[config.mk]
export PLATFORM = sky130hd
export DESIGN_NAME = cordic_seq_flat
export DESIGN_NICKNAME = d
export VERILOG_FILES = /design/src/rtl/cordic_seq_pkg.sv /design/src/rtl/cordic_seq_if.sv /design/src/rtl/cordic_seq_vld_pipe.sv /design/src/rtl/cordic_seq.sv /design/src/flat_wrapper.sv
export SDC_FILE = /design/constraint.sdc
export NUM_CORES = 1
export LEC_CHECK = 0
export ABC_AREA = 1
export ABC_CLOCK_PERIOD_IN_PS = 4680
export CORE_UTILIZATION = 31
export CTS_CLUSTER_DIAMETER = 50
export DETAILED_ROUTE_END_ITERATION = 8
export SLEW_MARGIN = 10
export SYNTH_ARGS = -nofsm -noshare
export SYNTH_HDL_FRONTEND = slang
export SYNTH_SLANG_ARGS = --single-unit
[constraint.sdc]
create_clock -name clk -period 4.68 [get_ports clk]
set_input_delay 0.936 -clock clk [delete_from_list [all_inputs] [get_ports clk]]
set_output_delay 0.936 -clock clk [all_outputs]
set_load 0.005 [all_outputs]
[src/rtl/cordic_seq_pkg.sv]
// Shared types and width helpers for the CORDIC angle sequencer.
package cordic_seq_pkg;

  typedef enum logic [1:0] {
    ST_IDLE,
    ST_RUN,
    ST_DRAIN,
    ST_DONE
  } state_t;

  function automatic int angle_width(input int fft_stage);
    return fft_stage - 1;
  endfunction

  function automatic int data_width(input int cr_stage_num);
    return cr_stage_num + 1;
  endfunction

endpackage

[src/rtl/cordic_seq_if.sv]
// Result stream of the sequencer: one beat per swept angle, valid/ready handshake.
interface cordic_seq_if #(
  parameter int AW = 3,
  parameter int DW = 11
);
  logic          out_valid;
  logic          out_ready;
  logic [DW-1:0] out_cos;
  logic [DW-1:0] out_sin;
  logic          out_cos_sign;
  logic [AW-1:0] out_index;
  logic          out_last;

  modport master (
    output out_valid, out_cos, out_sin, out_cos_sign, out_index, out_last,
    input  out_ready
  );

  modport slave (
    input  out_valid, out_cos, out_sin, out_cos_sign, out_index, out_last,
    output out_ready
  );
endinterface

[src/rtl/cordic_seq_vld_pipe.sv]
// Enable-gated delay line tracking which cordic pipeline slots hold a real issue,
// plus the angle index and last flag travelling with it. Flush clears every slot.
module cordic_seq_vld_pipe #(
  parameter int AW    = 3,
  parameter int DEPTH = 10
) (
  input  logic          clk,
  input  logic          rst,
  input  logic          en,
  input  logic          flush,
  input  logic          in_valid,
  input  logic [AW-1:0] in_index,
  input  logic          in_last,
  output logic          out_valid,
  output logic [AW-1:0] out_index,
  output logic          out_last
);

  genvar gi;
  generate
    for (gi = 0; gi < DEPTH; gi++) begin : g_stage
      logic          vld_reg;
      logic [AW-1:0] idx_reg;
      logic          last_reg;
      logic          vld_next;
      logic [AW-1:0] idx_next;
      logic          last_next;

      if (gi == 0) begin : g_head
        assign vld_next  = in_valid;
        assign idx_next  = in_index;
        assign last_next = in_last;
      end else begin : g_body
        assign vld_next  = g_stage[gi-1].vld_reg;
        assign idx_next  = g_stage[gi-1].idx_reg;
        assign last_next = g_stage[gi-1].last_reg;
      end

      always_ff @(posedge clk or posedge rst) begin
        if (rst) begin
          vld_reg  <= 1'b0;
          idx_reg  <= '0;
          last_reg <= 1'b0;
        end else if (flush) begin
          vld_reg  <= 1'b0;
          idx_reg  <= '0;
          last_reg <= 1'b0;
        end else if (en) begin
          vld_reg  <= vld_next;
          idx_reg  <= idx_next;
          last_reg <= last_next;
        end
      end
    end
  endgenerate

  assign out_valid = g_stage[DEPTH-1].vld_reg;
  assign out_index = g_stage[DEPTH-1].idx_reg;
  assign out_last  = g_stage[DEPTH-1].last_reg;

endmodule

[src/rtl/cordic_seq.sv]
// Sweeps angle indices over [0, pi) into an external cordic_rot and streams its
// results back out with backpressure; the cordic pipeline stalls with the stream.
module cordic_seq
  import cordic_seq_pkg::*;
#(
  parameter int FFT_STAGE    = 4,
  parameter int CR_STAGE_NUM = 10,
  parameter int CR_LAT       = CR_STAGE_NUM,
  localparam int AW          = angle_width(FFT_STAGE),
  localparam int DW          = data_width(CR_STAGE_NUM)
) (
  input  logic          clk,
  input  logic          rst,
  input  logic          start,
  input  logic          abort,
  input  logic [AW-1:0] step,
  output logic          busy,
  output logic          done,
  output logic          cr_cen,
  output logic [AW-1:0] cr_angle,
  input  logic [DW-1:0] cr_cos,
  input  logic [DW-1:0] cr_sin,
  input  logic          cr_cos_sign,
  cordic_seq_if.master  res
);

  state_t        state_reg;
  logic [AW-1:0] angle_reg;
  logic [AW-1:0] step_reg;
  logic          busy_reg;
  logic          done_reg;
  logic [AW:0]   angle_next;
  logic          issue_last;
  logic          head_valid;
  logic          head_last;
  logic [AW-1:0] head_index;
  logic          last_fire;

  // Carry out of the angle adder marks the final issue, so angles never wrap.
  assign angle_next = {1'b0, angle_reg} + {1'b0, step_reg};
  assign issue_last = angle_next[AW];
  assign cr_cen     = res.out_ready | ~head_valid;
  assign last_fire  = head_valid & res.out_ready & head_last;

  cordic_seq_vld_pipe #(
    .AW   (AW),
    .DEPTH(CR_LAT)
  ) u_vld_pipe (
    .clk      (clk),
    .rst      (rst),
    .en       (cr_cen),
    .flush    (abort),
    .in_valid (state_reg == ST_RUN),
    .in_index (angle_reg),
    .in_last  (issue_last),
    .out_valid(head_valid),
    .out_index(head_index),
    .out_last (head_last)
  );

  always_ff @(posedge clk or posedge rst) begin
    if (rst) begin
      state_reg <= ST_IDLE;
      angle_reg <= '0;
      step_reg  <= AW'(1);
      busy_reg  <= 1'b0;
      done_reg  <= 1'b0;
    end else if (abort && state_reg != ST_IDLE) begin
      state_reg <= ST_IDLE;
      angle_reg <= '0;
      busy_reg  <= 1'b0;
      done_reg  <= 1'b0;
    end else begin
      case (state_reg)
        ST_IDLE: begin
          done_reg <= 1'b0;
          if (start && !abort) begin
            state_reg <= ST_RUN;
            angle_reg <= '0;
            step_reg  <= (step == '0) ? AW'(1) : step;
            busy_reg  <= 1'b1;
          end
        end
        ST_RUN: begin
          if (cr_cen) begin
            if (issue_last) state_reg <= ST_DRAIN;
            else            angle_reg <= angle_next[AW-1:0];
          end
        end
        ST_DRAIN: begin
          if (last_fire) begin
            state_reg <= ST_DONE;
            done_reg  <= 1'b1;
          end
        end
        ST_DONE: begin
          state_reg <= ST_IDLE;
          busy_reg  <= 1'b0;
          done_reg  <= 1'b0;
        end
        default: state_reg <= ST_IDLE;
      endcase
    end
  end

  assign busy             = busy_reg;
  assign done             = done_reg;
  assign cr_angle         = angle_reg;
  assign res.out_valid    = head_valid;
  assign res.out_index    = head_index;
  assign res.out_last     = head_last;
  assign res.out_cos      = cr_cos;
  assign res.out_sin      = cr_sin;
  assign res.out_cos_sign = cr_cos_sign;

endmodule

[src/flat_wrapper.sv]
// flat-port wrapper written by rule: the top's interface ports become plain ports
module cordic_seq_flat import cordic_seq_pkg::*;
#(
  parameter int FFT_STAGE    = 4,
  parameter int CR_STAGE_NUM = 10,
  parameter int CR_LAT       = CR_STAGE_NUM,
  localparam int AW          = angle_width(FFT_STAGE),
  localparam int DW          = data_width(CR_STAGE_NUM)
)
  (clk, rst, start, abort, step, busy, done, cr_cen, cr_angle, cr_cos, cr_sin, cr_cos_sign, res_out_valid, res_out_cos, res_out_sin, res_out_cos_sign, res_out_index, res_out_last, res_out_ready);
  cordic_seq_if res_i ();
  input  logic clk;
  input  logic rst;
  input  logic start;
  input  logic abort;
  input  logic [AW-1:0] step;
  output logic busy;
  output logic done;
  output logic cr_cen;
  output logic [AW-1:0] cr_angle;
  input  logic [DW-1:0] cr_cos;
  input  logic [DW-1:0] cr_sin;
  input  logic cr_cos_sign;
  output wire logic [$bits(res_i.out_valid)-1:0] res_out_valid;
  output wire logic [$bits(res_i.out_cos)-1:0] res_out_cos;
  output wire logic [$bits(res_i.out_sin)-1:0] res_out_sin;
  output wire logic [$bits(res_i.out_cos_sign)-1:0] res_out_cos_sign;
  output wire logic [$bits(res_i.out_index)-1:0] res_out_index;
  output wire logic [$bits(res_i.out_last)-1:0] res_out_last;
  input wire logic [$bits(res_i.out_ready)-1:0] res_out_ready;
  assign res_out_valid = res_i.out_valid;
  assign res_out_cos = res_i.out_cos;
  assign res_out_sin = res_i.out_sin;
  assign res_out_cos_sign = res_i.out_cos_sign;
  assign res_out_index = res_i.out_index;
  assign res_out_last = res_i.out_last;
  assign res_i.out_ready = res_out_ready;
  cordic_seq #(.FFT_STAGE(FFT_STAGE), .CR_STAGE_NUM(CR_STAGE_NUM), .CR_LAT(CR_LAT)) u_core (.clk(clk), .rst(rst), .start(start), .abort(abort), .step(step), .busy(busy), .done(done), .cr_cen(cr_cen), .cr_angle(cr_angle), .cr_cos(cr_cos), .cr_sin(cr_sin), .cr_cos_sign(cr_cos_sign), .res(res_i));
endmodule
# --- After elaboration in Yosys (flattened, before gate mapping) ---
# Index checks and enable logic that the tools add are counted.
op_classes:
  add_sub_neg: 1
  eq_ne: 8
  muxes: 78
  n_bitwise: 5
  n_reduce_logical: 16
ops:
  columns: ["cell", "n"]
  rows:
  - ["3-bit 2-to-1 mux", 25]
  - ["1-bit 2-to-1 mux", 44]
  - ["2-bit 2-to-1 mux", 5]
  - ["3-bit by 1-bit != test with 1-bit output, second input constant", 3]
  - ["3-bit nonzero test", 3]
  - ["2-bit one-hot mux with 4 select lines", 1]
  - ["4-bit AND reduction", 2]
  - ["3-bit one-hot mux with 2 select lines", 1]
  - ["3-bit by 3-bit adder with 4-bit output", 1]
  - ["2-bit equality test, second input constant", 2]
  - ["1-bit one-hot mux with 2 select lines", 2]
  - ["2-bit AND reduction", 2]
  - ["2-bit nonzero test", 2]
  - ["3-bit logical NOT", 1]
  - ["3-bit by 2-bit != test with 1-bit output, second input constant", 1]
  - ["3-bit != test, second input constant", 1]
  - ["3-bit AND reduction", 1]
  - ["1-bit bitwise AND", 2]
  - ["2-bit by 1-bit equality test with 1-bit output, second input constant", 1]
  - ["1-bit logical AND", 2]
  - ["2-bit logical NOT", 1]
  - ["1-bit NOT", 2]
  - ["2-bit OR reduction", 1]
  - ["1-bit logical NOT", 1]
  - ["1-bit bitwise OR", 1]
word_totals:
  regBits: 60
  in_bits: 31
  elab_cells: 143

# --- Depth between registers and ports, before layout ---
logic_depth:
  ltp_word: 5
  ltp_mapped: 10
  ltp_nobuf: 10

# --- By module ---
# From an unflattened synthesis, not the netlist that was laid out.
hier_totals:
  cells_unflattened: 338
  hier_area_um2: 2912.8
modules_own_cells:
  columns: ["mod", "instances", "cells_per_inst", "area_per_inst_um2", "seq_area_each_um2"]
  rows:
  - ["cordic_seq_vld_pipe", 1, 219, 1988.2, 1251.2]
  - ["cordic_seq", 1, 119, 924.6, 251.5]

# --- Least setup slack after synthesis ---
# No wires, ideal clock.
synth_timing:
  path_type: "in2out"
  from: "input port res_out_ready"
  to: "output port cr_cen"
  arrival_time_ns: 1.066
  required_ns: 3.744
  slack_ns: 2.678
  stages: 2
  path_buffers: 0
  cell_sequence: "inv_2 nand2_2"
synth_between:
  elab_chain_cells: 1
synth_rtl:
  columns: ["element", "line", "rtl"]
  rows:
  - ["start: declaration", "flat_wrapper.sv:30", "input wire logic [$bits(res_i.out_ready)-1:0] res_out_ready;"]
  - ["1-bit bitwise OR", "cordic_seq.sv:42", "assign cr_cen = res.out_ready | ~head_valid;"]
  - ["end: declaration", "flat_wrapper.sv:19", "output logic cr_cen;"]
# Every way passes these cells.

# --- Worst setup path after layout ---
# Ends and elaborated chain as after synthesis.

==> results.cfg <==
[cts]
cts_tree = done
htreeDepth = 3
cts_num_sinks = 60
cts_resized = 0
cts_setup_buffers = 0
cts-root-buf = clkbuf_8
clkTransAtPathRegs_ps = 70
hold_buffers = 0
numCtsBuffers = 9
clock_latency_ps = 330
clk_path_buf_depth = 2

[synth]
synthTopCellsByArea = dfrtp_1 (54%), o22ai_1 (9.5%), inv_1 (8.2%), buf_4 (6.3%), ha_1 (3.2%)
synth_enable_flop_cells = 0
postSynthCellCount = 279
synth_seq_cells = 60
synth_top_area_share_pct = 53.6
ys_seq_area_share_pct = 54.5
yosys_warnings = 0
synthMostInstantiatedCell = inv_1
synth-adder-area-share_pct = 3.91
synth-async-reset-ratio_pct = 100
ys.flop_type = dfrtp_1
muxShareOfSynthArea_pct = 0
syn_avg_cell_area_sq_um = 9.88
ys_types = 23
syn_area_sq_um = 2760
synth.net_count = 318
synth_area_leader_cell = dfrtp_1
synthXorXnorAreaFrac_pct = 0.318
synth_top_family_by_area = buffers and inverters
synthSimpleGateAreaFrac_pct = 10.8
yosys-top-cells-count = inv_1 (60), dfrtp_1 (59), o22ai_1 (42)
synth_compound_area_share_pct = 12.6

[layout]
finalNetCount = 317
antenna_cells = 0
layoutNonFillerInstCount = 391
drive_gt1_share_pct = 13.1
syn2layout_area_growth_pct = 11.7
largest_reg_flops = 27

[worst_hold_path]
hp-class = reg -> reg
holdPathEnd = u_core.done$_DFFE_PP0P_
hp-start = u_core.done$_DFFE_PP0P_
hold_path_depth = 2

[global_route]
grt_pass1_vias = 1741
grt_use_total_pct = 11.5
gr-total-overflow = 0
grt_max_degree = 47
grt_antenna_before_repair = 0
grt_first_pass_wirelength_microns = 8040

[drt]
first_iter_violations = 105
post_drt_via_cell_ratio = 4.64
route.detailed.drc = 0
drt-total-wl_microns = 4710
ant_nets = 0
vias = 1816
wl_per_cell_microns = 12.0
dr.pass1.iters = 4

[timing]
rsz0062_at_grt = no
worst_slew_pin_slew_ps = 889
fin_crit_ps = 3150
hold_viol = 0
finalCritPeriodShare_pct = 67.3
setup_viol = 0
clock.fmax_ghz = 0.317
maxSlewHeadroom_pct = 40.7
fin_worst_skew_ps = 6.15
setup_tns_ps = 0
slew_violations = 0

[worst_setup_path]
crit_type = in -> out
r2r_slack_ps = 3020
crit_path_start_kind = input port
ff2ff_path_depth = 4
reg2reg_to = u_core.u_vld_pipe.g_stage[0].idx_reg[0]$_DFFE_PP0P_
crit_fanout = 7
required_ps = 3740
end_kind = output port
r2r-start = u_core.u_vld_pipe.out_valid$_DFFE_PP0P_
worstPathArrival_ps = 2220

[floorplan]
io_pins = 65
die_w_microns = 96.3
dieArea_sq_um = 9270
start_util_pct = 31.7
rows = 34
die-height_microns = 96.3
core_area_sq_um = 8680

[power_and_ir_drop]
power.density_nw_per_um2 = 503
irDropWorstVdd_uv = 247
power_mw = 1.55
cellLeakagePower_nw = 1.37

[job]
cap_violations = 0

[outcome]
status = completed

[place]
place_inst = 375
finalWeightedCongestion = 0.842
port_buffers = 18
dp_hpwl_microns = 3000
-- per-layer routing --
| layer | wire length [microns] | global-route usage, % | vias up |
|---|---|---|---|
| met4 | 6 | 2.99 | 0 |
| met5 | 0 | 0 | - |
| met1 | 2240 | 14.7 | 898 |
| met2 | 2240 | 17.7 | 34 |
| li1 | - | - | 882 |
| met3 | 215 | 5.21 | 2 |
-- layout by cell type, fill, tap and decap left out, types with 4 or more instances in the layout --
cell type        Yosys  layout
o22ai_1             42      42
ha_1                 7       7
nand2_1             21      21
nor2_1               7       7
dfrtp_1             59      59
clkbuf_8             4       9
nand3_1             12      12
inv_1               60      59
clkdlybuf4s50_1      0      18
inv_2                3       4
nand2_2              5       5
o21ai_0             14      14
-- layout make-up --
class                   count  area, sq um
fillers                   904         5600
flip-flops and latches     60         1500
multi-input cells         124          762
inverters                  64          243
repair buffers             19          188
well taps                 108          135
clock buffers               9          124
clock inverters             7          124
-- report_power, final --
group / internal (mW) / switching [mW]
Combinational: 0.150 / 0.204
Clock: 0.357 / 0.215
Sequential: 0.580 / 0.0424
-- worst max-delay path by stage --
| stage | startpoint | to | cells past startpoint |
|---|---|---|---|
| 5_1_grt | res_out_ready | cr_cen | 4 |
| 6_report | res_out_ready | cr_cen | 4 |
| 4_1_cts | res_out_ready | cr_cen | 4 |
| 3_5_place_dp | res_out_ready | cr_cen | 4 |
| 2_1_floorplan | rst | u_core.busy$_DFFE_PP0P_ | 1 |
| 3_3_place_gp | res_out_ready | cr_cen | 4 |
-- logic make-up after synthesis --
logic type,count (synthesis)
AOI/OAI and AO/OA,59
xor gates and xnor gates,1
adders and majority gates,8
buffers and inverters,95
DFF,60
and+or+nand+nor,56
-- critical path, cell delays in order --
cell and delay (ps):
clkdlybuf4s50_1 570, inv_2 50, nand2_2 140, clkdlybuf4s50_1 530
-- through the flow --
stage / utilization [%] / setup slack, ps / hold slack (ps) / instance area (sq um)
after CTS: 35.5 / 1520 / 477 / 3080
after detailed placement: 32.6 / 1540 / 459 / 2830
after global placement: 32.6 / 1550 / 459 / 2830
after global routing: 35.5 / 1480 / 516 / 3080
final: 35.5 / 1530 / 472 / 3080
after floorplan: - / 2260 / 457 / 2760
No activity file was read; power rests on OpenSTA's default activity.
